===== config.mk =====
export PLATFORM = sky130hd
export DESIGN_NAME = cache_ctrl_wb
export DESIGN_NICKNAME = d
export VERILOG_FILES = /design/src/rtl/cache_ctrl_wb_pkg.sv /design/src/rtl/cache_ctrl_wb_line_array.sv /design/src/rtl/cache_ctrl_wb.sv
export SDC_FILE = /design/constraint.sdc
export NUM_CORES = 1
export LEC_CHECK = 0
export ABC_CLOCK_PERIOD_IN_PS = 11690
export BUFFER_PORTS_ARGS = -buffer_cell sky130_fd_sc_hd__buf_4
export CAP_MARGIN = 40
export CORE_MARGIN = 3
export CORE_UTILIZATION = 35
export CTS_BUF_LIST = sky130_fd_sc_hd__clkbuf_4 sky130_fd_sc_hd__clkbuf_8
export DETAILED_ROUTE_END_ITERATION = 7
export SYNTH_ARGS = -nofsm -noshare
export SYNTH_HDL_FRONTEND = slang
export SYNTH_SLANG_ARGS = --single-unit

===== constraint.sdc =====
create_clock -name clk -period 11.69 [get_ports clk]
set_input_delay 0.5845 -clock clk [delete_from_list [all_inputs] [get_ports clk]]
set_output_delay 0.5845 -clock clk [all_outputs]
set_load 0.03 [all_outputs]

===== src/rtl/cache_ctrl_wb_pkg.sv =====
// Shared types and default geometry for the write-back, write-allocate cache controller.
package cache_ctrl_wb_pkg;

  localparam int unsigned DEF_ADDR_W  = 10;
  localparam int unsigned DEF_DATA_W  = 32;
  localparam int unsigned DEF_INDEX_W = 2;
  localparam int unsigned DEF_WOFF_W  = 2;
  localparam int unsigned BYTE_OFF_W  = 2;

  typedef enum logic [1:0] {
    ST_IDLE      = 2'd0,
    ST_COMPARE   = 2'd1,
    ST_WRITEBACK = 2'd2,
    ST_ALLOCATE  = 2'd3
  } state_t;

endpackage


===== src/rtl/cache_ctrl_wb_line_array.sv =====
// Direct-mapped line storage: valid/dirty/tag/data per line, combinational read,
// word write (marks dirty), block fill (valid, clean) and dirty clear. Reset clears valid/dirty only.
module cache_ctrl_wb_line_array #(
  parameter int unsigned DATA_W  = 32,
  parameter int unsigned INDEX_W = 2,
  parameter int unsigned WOFF_W  = 2,
  parameter int unsigned TAG_W   = 4
) (
  input  logic                       clk,
  input  logic                       reset,
  input  logic [INDEX_W-1:0]         rd_idx_i,
  output logic                       rd_valid_o,
  output logic                       rd_dirty_o,
  output logic [TAG_W-1:0]           rd_tag_o,
  output logic [(DATA_W<<WOFF_W)-1:0] rd_block_o,
  input  logic                       wr_en_i,
  input  logic [INDEX_W-1:0]         wr_idx_i,
  input  logic [WOFF_W-1:0]          wr_woff_i,
  input  logic [DATA_W-1:0]          wr_data_i,
  input  logic                       fill_en_i,
  input  logic [INDEX_W-1:0]         fill_idx_i,
  input  logic [TAG_W-1:0]           fill_tag_i,
  input  logic [(DATA_W<<WOFF_W)-1:0] fill_block_i,
  input  logic                       clr_dirty_i,
  input  logic [INDEX_W-1:0]         clr_idx_i
);

  localparam int unsigned LINES = 1 << INDEX_W;
  localparam int unsigned BLK_W = DATA_W << WOFF_W;

  logic [LINES-1:0] valid_q;
  logic [LINES-1:0] dirty_q;
  logic [TAG_W-1:0] tag_q  [LINES];
  logic [BLK_W-1:0] data_q [LINES];

  assign rd_valid_o = valid_q[rd_idx_i];
  assign rd_dirty_o = dirty_q[rd_idx_i];
  assign rd_tag_o   = tag_q[rd_idx_i];
  assign rd_block_o = data_q[rd_idx_i];

  // Fill wins over a same-cycle word write on dirty; the controller never issues both.
  always_ff @(posedge clk) begin
    if (reset) begin
      valid_q <= '0;
      dirty_q <= '0;
    end else begin
      if (clr_dirty_i) dirty_q[clr_idx_i] <= 1'b0;
      if (wr_en_i)     dirty_q[wr_idx_i]  <= 1'b1;
      if (fill_en_i) begin
        valid_q[fill_idx_i] <= 1'b1;
        dirty_q[fill_idx_i] <= 1'b0;
      end
    end
  end

  always_ff @(posedge clk) begin
    if (fill_en_i) begin
      tag_q[fill_idx_i]  <= fill_tag_i;
      data_q[fill_idx_i] <= fill_block_i;
    end
    if (wr_en_i) begin
      data_q[wr_idx_i][int'(wr_woff_i)*DATA_W +: DATA_W] <= wr_data_i;
    end
  end

endmodule


===== src/rtl/cache_ctrl_wb.sv =====
// Write-back, write-allocate, direct-mapped cache controller: hit/miss FSM, dirty eviction,
// block refill over a req/ready memory handshake. All outputs are registered.
module cache_ctrl_wb
  import cache_ctrl_wb_pkg::*;
#(
  parameter int unsigned ADDR_W  = DEF_ADDR_W,
  parameter int unsigned DATA_W  = DEF_DATA_W,
  parameter int unsigned INDEX_W = DEF_INDEX_W,
  parameter int unsigned WOFF_W  = DEF_WOFF_W
) (
  input  logic                        clk,
  input  logic                        reset,
  input  logic                        cpuReq,
  input  logic                        isRead,
  input  logic [ADDR_W-1:0]           address,
  input  logic [DATA_W-1:0]           writeData,
  output logic [DATA_W-1:0]           readData,
  output logic                        isHit,
  output logic                        ready,
  output logic                        memReq,
  output logic                        memWrite,
  output logic [ADDR_W-1:0]           memAddr,
  output logic [(DATA_W<<WOFF_W)-1:0] memWriteData,
  input  logic [(DATA_W<<WOFF_W)-1:0] memReadData,
  input  logic                        memReady,
  output state_t                      dbgState
);

  localparam int unsigned IDX_LSB = BYTE_OFF_W + WOFF_W;
  localparam int unsigned TAG_LSB = IDX_LSB + INDEX_W;
  localparam int unsigned TAG_W   = ADDR_W - TAG_LSB;
  localparam int unsigned BLK_W   = DATA_W << WOFF_W;

  state_t              state_q, state_d;
  logic                req_read_q, req_read_d;
  logic [ADDR_W-1:0]   req_addr_q, req_addr_d;
  logic [DATA_W-1:0]   req_data_q, req_data_d;
  logic                first_try_q, first_try_d;
  logic [DATA_W-1:0]   read_data_q, read_data_d;
  logic                is_hit_q, is_hit_d;
  logic                ready_q, ready_d;
  logic                mem_req_q, mem_req_d;
  logic                mem_write_q, mem_write_d;
  logic [ADDR_W-1:0]   mem_addr_q, mem_addr_d;
  logic [BLK_W-1:0]    mem_wdata_q, mem_wdata_d;

  logic [TAG_W-1:0]    req_tag;
  logic [INDEX_W-1:0]  req_idx;
  logic [WOFF_W-1:0]   req_woff;
  logic [1:0]          unused_byte_off;
  logic [ADDR_W-1:0]   req_blk_addr;

  logic                line_valid, line_dirty, line_hit;
  logic [TAG_W-1:0]    line_tag;
  logic [BLK_W-1:0]    line_block;
  logic [DATA_W-1:0]   hit_word;
  logic                wr_en, fill_en, clr_dirty;

  assign req_tag         = req_addr_q[ADDR_W-1:TAG_LSB];
  assign req_idx         = req_addr_q[TAG_LSB-1:IDX_LSB];
  assign req_woff        = req_addr_q[IDX_LSB-1:BYTE_OFF_W];
  assign unused_byte_off = req_addr_q[1:0];
  assign req_blk_addr    = {req_tag, req_idx, {IDX_LSB{1'b0}}};

  assign line_hit = line_valid && (line_tag == req_tag);
  assign hit_word = line_block[int'(req_woff)*DATA_W +: DATA_W];

  cache_ctrl_wb_line_array #(
    .DATA_W  (DATA_W),
    .INDEX_W (INDEX_W),
    .WOFF_W  (WOFF_W),
    .TAG_W   (TAG_W)
  ) u_lines (
    .clk          (clk),
    .reset        (reset),
    .rd_idx_i     (req_idx),
    .rd_valid_o   (line_valid),
    .rd_dirty_o   (line_dirty),
    .rd_tag_o     (line_tag),
    .rd_block_o   (line_block),
    .wr_en_i      (wr_en && !reset),
    .wr_idx_i     (req_idx),
    .wr_woff_i    (req_woff),
    .wr_data_i    (req_data_q),
    .fill_en_i    (fill_en && !reset),
    .fill_idx_i   (req_idx),
    .fill_tag_i   (req_tag),
    .fill_block_i (memReadData),
    .clr_dirty_i  (clr_dirty && !reset),
    .clr_idx_i    (req_idx)
  );

  // Memory handshake: memReq rises with memWrite/memAddr/memWriteData stable and holds them
  // until a cycle with memReady=1; that cycle completes the transfer and memReq drops on the
  // next edge. memReady seen while memReq=0 is ignored. Each block transfer is a fresh memReq
  // rise, so an eviction is followed by one idle cycle before the refill request.
  always_comb begin
    state_d     = state_q;
    req_read_d  = req_read_q;
    req_addr_d  = req_addr_q;
    req_data_d  = req_data_q;
    first_try_d = first_try_q;
    read_data_d = read_data_q;
    is_hit_d    = is_hit_q;
    ready_d     = 1'b0;
    mem_req_d   = mem_req_q;
    mem_write_d = mem_write_q;
    mem_addr_d  = mem_addr_q;
    mem_wdata_d = mem_wdata_q;
    wr_en       = 1'b0;
    fill_en     = 1'b0;
    clr_dirty   = 1'b0;
    unique case (state_q)
      ST_IDLE: begin
        if (cpuReq) begin
          req_read_d  = isRead;
          req_addr_d  = address;
          req_data_d  = writeData;
          first_try_d = 1'b1;
          state_d     = ST_COMPARE;
        end
      end
      ST_COMPARE: begin
        if (line_hit) begin
          if (req_read_q) read_data_d = hit_word;
          else            wr_en       = 1'b1;
          ready_d  = 1'b1;
          is_hit_d = first_try_q;
          state_d  = ST_IDLE;
        end else if (line_valid && line_dirty) begin
          first_try_d = 1'b0;
          mem_req_d   = 1'b1;
          mem_write_d = 1'b1;
          mem_addr_d  = {line_tag, req_idx, {IDX_LSB{1'b0}}};
          mem_wdata_d = line_block;
          state_d     = ST_WRITEBACK;
        end else begin
          first_try_d = 1'b0;
          mem_req_d   = 1'b1;
          mem_write_d = 1'b0;
          mem_addr_d  = req_blk_addr;
          state_d     = ST_ALLOCATE;
        end
      end
      ST_WRITEBACK: begin
        if (mem_req_q && memReady) begin
          clr_dirty   = 1'b1;
          mem_req_d   = 1'b0;
          mem_write_d = 1'b0;
          mem_addr_d  = req_blk_addr;
          state_d     = ST_ALLOCATE;
        end
      end
      ST_ALLOCATE: begin
        if (!mem_req_q) begin
          mem_req_d = 1'b1;
        end else if (memReady) begin
          fill_en   = 1'b1;
          mem_req_d = 1'b0;
          state_d   = ST_COMPARE;
        end
      end
      default: state_d = ST_IDLE;
    endcase
  end

  always_ff @(posedge clk) begin
    if (reset) begin
      state_q     <= ST_IDLE;
      req_read_q  <= 1'b0;
      req_addr_q  <= '0;
      req_data_q  <= '0;
      first_try_q <= 1'b0;
      read_data_q <= '0;
      is_hit_q    <= 1'b0;
      ready_q     <= 1'b0;
      mem_req_q   <= 1'b0;
      mem_write_q <= 1'b0;
      mem_addr_q  <= '0;
      mem_wdata_q <= '0;
    end else begin
      state_q     <= state_d;
      req_read_q  <= req_read_d;
      req_addr_q  <= req_addr_d;
      req_data_q  <= req_data_d;
      first_try_q <= first_try_d;
      read_data_q <= read_data_d;
      is_hit_q    <= is_hit_d;
      ready_q     <= ready_d;
      mem_req_q   <= mem_req_d;
      mem_write_q <= mem_write_d;
      mem_addr_q  <= mem_addr_d;
      mem_wdata_q <= mem_wdata_d;
    end
  end

  assign readData     = read_data_q;
  assign isHit        = is_hit_q;
  assign ready        = ready_q;
  assign memReq       = mem_req_q;
  assign memWrite     = mem_write_q;
  assign memAddr      = mem_addr_q;
  assign memWriteData = mem_wdata_q;
  assign dbgState     = state_q;

endmodule


# Yosys cells after proc, flatten, opt, wreduce, memory -nomap -nowiden
# Memory sizes are Yosys's and may differ from the RTL's. A register that Yosys moved wholly into a read port is not among the register bits.
# Index checks and enable logic that the tools add are counted.
[classes]
n_addsub = 1
eq_ne = 9
reduce_logical = 21
n_bitwise = 135
n_mux = 178
order_cmp = 2
shift = 3
[ops]
columns = ["op", "n"]
rows = [
  ["1-bit two-way mux", 152],
  ["128-bit two-way mux", 1],
  ["1-bit bitwise OR", 128],
  ["32-bit by 34-bit variable shift with 128-bit output (first input constant)", 1],
  ["128-bit by 8-bit indexed part select with 32-bit output", 1],
  ["32-bit by 34-bit indexed part select with 128-bit output", 1],
  ["7-bit negator with 34-bit output", 1],
  ["10-bit two-way mux", 3],
  ["4-bit two-way mux", 5],
  ["10-bit case mux with 2 select lines", 1],
  ["2-bit two-way mux", 9],
  ["3-bit AND reduction", 5],
  ["2-bit != test (second input constant)", 5],
  ["4-bit bitwise AND", 2],
  ["4-bit bitwise OR", 2],
  ["2-bit case mux with 4 select lines", 1],
  ["1-bit logical AND", 7],
  ["1-bit binary-select mux with 2-bit select", 2],
  ["2-bit equality test (second input constant)", 2],
  ["4-bit equality test", 1],
  ["4-bit inverter", 1],
  ["1-bit case mux with 2 select lines", 2],
  ["2-bit AND reduction", 2],
  ["4-bit AND reduction", 1],
  ["other kinds (11)", 13],
]
[word_totals]
n_memories = 2
reg_bits = 228
wordCells = 365
ram_bits = 528
in_bits = 175
[memory_table]
columns = ["memory", "words", "width", "read_ports", "rd_clocked_by_memory_dff", "wr", "line", "source"]
rows = [
  ["u_lines.data_q", 4, 128, 1, 1, 1, "cache_ctrl_wb_line_array.sv:34", "logic [BLK_W-1:0] data_q [LINES];"],
  ["u_lines.tag_q", 4, 4, 1, 1, 1, "cache_ctrl_wb_line_array.sv:33", "logic [TAG_W-1:0] tag_q [LINES];"],
]

# Depth between registers and ports, before layout
# Gate-level depths: netlist (run 1).
[depth]
ltp_word = 13
ltp_mapped = 9
mapped_depth_nobuf = 7

# Modules after synthesis
# A second synthesis (run 1) with hierarchy kept.
[unflattened]
hier_cells = 3092
area_unflattened_um2 = 34045.2
[by_module_without_submodules]
columns = ["module", "cells_per_inst", "n_inst", "area_each_um2"]
rows = [
  ["cache_ctrl_wb_line_array", 2061, 1, 25289.3],
  ["cache_ctrl_wb", 1031, 1, 8755.9],
]

# Worst setup path before layout (run 1)
# No wires, ideal clock.
[synth_path]
path_kind = "reg-to-reg"
from = "register with a tool-made name"
to = "memory u_lines.data_q[0][100] (netlist name) (enable)"
slack_ps = 7648
stages_incl_launch_ff = 8
setup_ps = 432
period_less_slack_ps = 4042
arrival_ps = 3610
path_cell_list = "dfxtp_1 -> buf_6 -> mux4_2 -> xnor2_2 -> nand4_4 -> buf_6 -> or3_4 -> a21oi_1"
[synth_lines]
columns = ["item", "line"]
rows = [
  ["end: declaration", "cache_ctrl_wb_line_array.sv:34"],
]

==> results.toml, run 1 <==
[run_status]
status = "completed"

[pwr]
combPwrFrac_pct = 11.1
power_w = 0.00615
p_leak_nw = 14.4
p_int_w = 0.00458
p_per_area_mw_per_mm2 = 157
p_sw_w = 0.00158
p_sw_share_pct = 25.6
clkPwrFrac_pct = 41.1
seqPwrFrac_pct = 47.7
vdd_drop_max_uv = 88.1

[synth]
synth_top_area_cell = "edfxtp_1"
synthXorXnorAreaFrac_pct = 0.155
synth_fa_ha_area_share_pct = 0.388
ys_seq_elements = 752
ys.flop_type = "edfxtp_1"
yosysWarnings = 0
avgSynthCellArea_um2 = 14.5
synth_top_area_share_pct = 49.2
ys_async_sr_fraction_pct = 0
synth_edf_count = 528
synth_compound_area_share_pct = 2.79
synthSimpleGateAreaFrac_pct = 9.36
seq_area_frac_synth_pct = 63.1
synth_area_mm2 = 0.0322
synth_top_cells_by_area = "edfxtp_1 (49%), dfxtp_1 (14%), mux4_2 (12%)"
syn-instance-count = 2221
ys_types = 45
synth_top_family_by_area = "multiplexers"
synth_mux_area_share_pct = 19.9

[place]
dp_hpwl_um = 65200
port_buffers = 344
finalWeightedCongestion = 0.759

[final_layout]
final_cell_mix = "edfxtp_1 (528), buf_4 (387), nand2b_1 (264)"
layout-drive-gt1-share_pct = 30.8
mostFrequentLayoutCell = "edfxtp_1"
multiInputGateArea_mm2 = 0.0107
n_fill_cell = 8169
syn2layout_area_growth_pct = 21.8
seq_area_mm2 = 0.0203
fin_nets = 2808

[grt]
track_usage_pct = 20.7
grt_start_max_net_pins = 169
antenna_found_initial = 3
grt_pass1_vias = 21100
grt_remaining_overflow = 0
grt_first_pass_wirelength_um = 142000

[sta]
rsz0062_at_grt = "false"
slew_headroom_pct = 38.4
fin_skew_ns = 0.0475
final-max-slew-violation-count = 0
hold_viol = 0
finalSetupTns_ns = 0
worst_pin_slew_ns = 0.923
min_period_over_period_pct = 37.9
period_minus_slack_ns = 4.43
finalSetupViolations = 0
timing.fmax_mhz = 226
worst_hold_slack_ns = 0.0849

[cts]
numCtsBuffers = 132
htree_levels = 4
tritoncts = "built"
clock_latency_ns = 0.79
clkSinkCount = 752
cts.repair.resized = 0
cts-root-buf = "clkbuf_8"
cts_max_path_buffers = 3
clk_pin_slew_ns = 0.06

[worst_setup_path]
cp-end-kind = "flop"
crit_fanout = 41
cp.arrival_ns = 4.81
critPathLaunchType = "flop"
worstSetupPathType = "flop to flop"
required_ns = 12.08

[worst_hold_path]
holdCritPathClass = "primary input to flop"

[route]
drt_pass1_iterations = 5
ant_nets = 0
via_per_inst = 5.15
drcViolationCount = 0
avgRoutedWirePerCell_um = 25.5
drt_iter0_drc = 1730
vias = 20200
finalWirelength_um = 99700

[die]
rows = 110
start_util_pct = 35.5
fp.dieH_um = 309
coreArea_mm2 = 0.0907
dieArea_mm2 = 0.0957
pin_count = 351
fp.dieW_um = 309

[run]
maxCapViolCount = 0
==> metrics by stage <==
stage | worst slack [ns] | cell area (µm²) | util [%] | cells
2_1_floorplan | 7.65 | 32200 | - | 2224
3_3_place_gp | 6.66 | 36000 | 39.7 | 3629
3_5_place_dp | 7.18 | 36200 | 39.9 | 3637
4_1_cts | 7.19 | 39200 | 43.3 | 3910
5_1_grt | 7.04 | 39200 | 43.3 | 3912
6_report | 7.26 | 39200 | 43.3 | 3913
==> path summary, 6_finish.rpt <==
kind	start	endpoint	slack [ns]	depth (start not counted)
max	flop	u_lines.data_q[3][2]	7.26	7
min	writeData[10]	req_data_q[10]	0.08	3
max reg2reg	flop	u_lines.data_q[3][2]	7.26	7
min reg2reg	u_lines.valid_q[1]	u_lines.valid_q[1]	0.47	2
==> power groups by stage <==
stage                     registers [W]  clock network (W)  logic, W
after CTS                       0.00294            0.00259  0.000692
after global routing            0.00294            0.00272  0.000733
after floorplan                 0.00296                  0  0.000422
after global placement          0.00299                  0  0.000662
after detailed placement        0.00299                  0  0.000682
final                           0.00294            0.00253  0.000685
==> cells by family after synthesis <==
group | after synthesis
adders and majority gates | 10
other | 1
buffers and inverters | 299
AOI/OAI and AO/OA | 154
xor gates and xnor gates | 4
DFF | 752
muxes | 433
and+or+nand+nor | 568
==> layer usage <==
metal | up-vias | part of all wire, % | track usage, % | wire (µm)
li1 | 8944 | - | - | -
met2 | 879 | 49 | 34.4 | 48800
met5 | - | 0 | 0 | 0
met3 | 172 | 8.3 | 5.47 | 8250
met4 | 0 | 3.5 | 8.27 | 3490
met1 | 10200 | 39 | 25.9 | 39200
==> sequential cells by signal (all words and copies together) (netlist names), 2 cells and up, named ones only <==
signal           flops
u_lines.data_q     512
memWriteData       128
readData            32
req_data_q          32
u_lines.tag_q       16
req_addr_q           8
memAddr              6
u_lines.dirty_q      4
u_lines.valid_q      4
dbgState             2
==> Yosys cell counts, types with 3 or more instances <==
| cell type | number |
|---|---|
| clkbuf_1 | 90 |
| buf_2 | 26 |
| mux2i_1 | 262 |
| ha_1 | 10 |
| buf_6 | 25 |
| o22ai_1 | 8 |
| o21ai_0 | 9 |
| nor3b_1 | 3 |
| edfxtp_1 | 528 |
| nand3_1 | 4 |
| mux2_2 | 5 |
| o31ai_1 | 32 |
| a21oi_1 | 94 |
| nand4_1 | 32 |
| and2_1 | 3 |
| nand2b_1 | 264 |
| buf_1 | 12 |
| dfxtp_1 | 224 |
| nand2_1 | 225 |
| nor3_4 | 4 |
| nor2b_1 | 7 |
| buf_4 | 6 |
| nor2_1 | 16 |
| inv_1 | 138 |
| mux4_2 | 166 |
==> timing repair <==
| action | 4_1_cts | 5_1_grt |
|---|---|---|
| hold endpoints to repair | 28 | 0 |
| hold buffers | 28 | 0 |
| buffers inserted | 0 | 0 |
==> critical path: stages (launching register included) <==
cell and delay, ns:
dfxtp_4 0.74, mux4_2 0.61, xnor2_1 0.25, nand2_2 0.19
buf_4 0.40, or3_1 0.63, a21oi_4 0.59, buf_4 0.60
==> cell type report <==
type                            count  area share, %
Clock buffer                      203           6.27
Tap cell                         1176           3.75
Multi-Input combinational cell   1173           27.3
Clock inverter                     42          0.842
Inverter                          140           1.34
Sequential cell                   752           51.9
Antenna cell                        3         0.0191
Timing Repair Buffer              424           8.58
No activity file was read; power rests on OpenSTA's default activity.
==> run 2, diff against run 1 <==
--- a/config.mk
+++ b/config.mk
@@ -5,7 +5,7 @@
 export SDC_FILE = /design/constraint.sdc
 export NUM_CORES = 1
 export LEC_CHECK = 0
-export ABC_CLOCK_PERIOD_IN_PS = 11690
+export ABC_CLOCK_PERIOD_IN_PS = 4100
 export BUFFER_PORTS_ARGS = -buffer_cell sky130_fd_sc_hd__buf_4
 export CAP_MARGIN = 40
 export CORE_MARGIN = 3
==> constraint.sdc (replaced) <==
create_clock -name clk -period 4.1 [get_ports clk]
set_input_delay 0.205 -clock clk [delete_from_list [all_inputs] [get_ports clk]]
set_output_delay 0.205 -clock clk [all_outputs]
set_load 0.03 [all_outputs]
==> results.toml, run 2 (synthesis gave the netlist of run 1 again) <==
[die]
fp.dieW_um = 309
fp.dieH_um = 309
pin_count = 351
start_util_pct = 35.5
coreArea_mm2 = 0.0907
rows = 110
dieArea_mm2 = 0.0957

[cts]
cts_setup_buffers = 0
htree_levels = 4
clkSinkCount = 752
numCtsBuffers = 130
clock_latency_ns = 0.81
cts-root-buf = "clkbuf_8"
clk_pin_slew_ns = 0.06
cts_max_path_buffers = 3
tritoncts = "built"

[pwr]
p_int_w = 0.0129
p_per_area_mw_per_mm2 = 425
p_sw_w = 0.00448
power_w = 0.0174
p_sw_share_pct = 25.8
seqPwrFrac_pct = 48.0
vdd_drop_max_uv = 322
combPwrFrac_pct = 12.3
clkPwrFrac_pct = 39.7
p_leak_nw = 15.1

[final_layout]
syn2layout_area_growth_pct = 26.9
top_register = "u_lines.data_q"
layout-drive-gt1-share_pct = 29.4
seq_area_mm2 = 0.0203
fin_nets = 2981
largest_register_ffs = 512
fin_cells = 4081
multiInputGateArea_mm2 = 0.0107
n_fill_cell = 8066
mostFrequentLayoutCell = "edfxtp_1"
final_cell_mix = "edfxtp_1 (528), buf_4 (405), nand2b_1 (264)"

[worst_setup_path]
cp_slowest_cell = "or3_1"
required_ns = 4.55
crit_chain = "mux4_2, xnor2_2, nand4_4, or3_1, a21oi_4, buf_12"
crit_path_max_incr_delay_ns = 0.62
critPathBufInv = 1
path_delay_family = "simple AND/OR/NAND/NOR gates"
cp-end-kind = "flop"
worstSetupPathType = "flop to flop"
cp.arrival_ns = 3.84
crit_fanout = 22
critPathLaunchType = "flop"

[sta]
finalSetupTns_ns = 0
slew_headroom_pct = 42.3
min_period_over_period_pct = 82.5
hold_viol = 0
worst_pin_slew_ns = 0.865
fin_skew_ns = 0.0605
timing.fmax_mhz = 296
period_minus_slack_ns = 3.38
rsz0062_at_grt = "false"
final-max-slew-violation-count = 0
finalSetupViolations = 0
fin_ws_ns = 0.716

[place]
port_buffers = 344
dp.cells = 3661
place_ws_ns = 0.706
dp_hpwl_um = 68700
finalWeightedCongestion = 0.797

[route]
via_per_inst = 5.14
vias = 21000
met2_length_um = 51500
drcViolationCount = 0
finalWirelength_um = 104000
avgRoutedWirePerCell_um = 25.5
drt_iter0_drc = 1825
ant_nets = 0
routed.top_layer = "met5"
met3_length_um = 8060
drt_pass1_iterations = 5
m1WireLength_um = 40900

[grt]
track_usage_pct = 21.7
antenna_found_initial = 4
grt_remaining_overflow = 0
grt_first_pass_wirelength_um = 149000
grt_pass1_vias = 22200
grt_start_max_net_pins = 100

[run]
maxCapViolCount = 0

[worst_hold_path]
holdCritPathClass = "primary input to flop"

[run_status]
status = "completed"
## run 2: worst paths after layout
check	startpoint	depth (start not counted)	to	slack [ns]
worst min register to register	memWriteData[89]	2	memWriteData[89]	0.48
worst max-delay path	flop	6	u_lines.data_q[0][4]	0.72
worst min-delay path	writeData[7]	4	req_data_q[7]	0.24
worst max register to register	flop	6	u_lines.data_q[0][4]	0.72
## run 2: routing by layer
metal / vias to the layer above / global-route usage (%)
met1: 10600 / 26.6
li1: 9279 / -
met4: 2 / 8.41
met5: - / 0
met2: 889 / 36.7
met3: 176 / 5.86
## run 2: timing repair
action,4_1_cts,5_1_grt
endpoints found under the hold margin,593,0
hold buffers,179,0
gates resized for setup,0,0
## run 2: area by class of cell
class                   instances  share of cell area (%)
diodes                          5                  0.0306
well taps                    1176                    3.60
clock inverters                48                   0.805
flip-flops and latches        752                    49.8
multi-input cells            1173                    26.3
repair buffers                599                    12.6
clock buffers                 188                    5.60
inverters                     140                    1.29
## run 2: metrics by stage
stage          cell area (µm²)  util (%)  hold slack (ns)
6_report                 40900      45.1            0.237
2_1_floorplan            32200         -            0.341
5_1_grt                  40900      45.0            0.205
3_5_place_dp             36400      40.2            0.466
4_1_cts                  40900      45.0            0.133
3_3_place_gp             36300      40.1            0.456
## run 2: power groups by stage
| stage | Combinational, W | Sequential (W) | Clock, W |
|---|---|---|---|
| after floorplan | 0.00120 | 0.00844 | 0 |
| after global placement | 0.00194 | 0.00850 | 0 |
| after detailed placement | 0.00199 | 0.00850 | 0 |
| after CTS | 0.00214 | 0.00834 | 0.00704 |
| after global routing | 0.00227 | 0.00835 | 0.00741 |
| final | 0.00213 | 0.00834 | 0.00691 |
## run 2: worst reg2reg max path, delay by kind of cell (launching register included)
kind                      cells  cell delay (ns)
AOI/OAI and AO/OA             1             0.60
muxes                         1             0.41
buffers and inverters         1             0.32
xor gates and xnor gates      1             0.24
and+or+nand+nor               2             0.93
DFF                           1             0.55
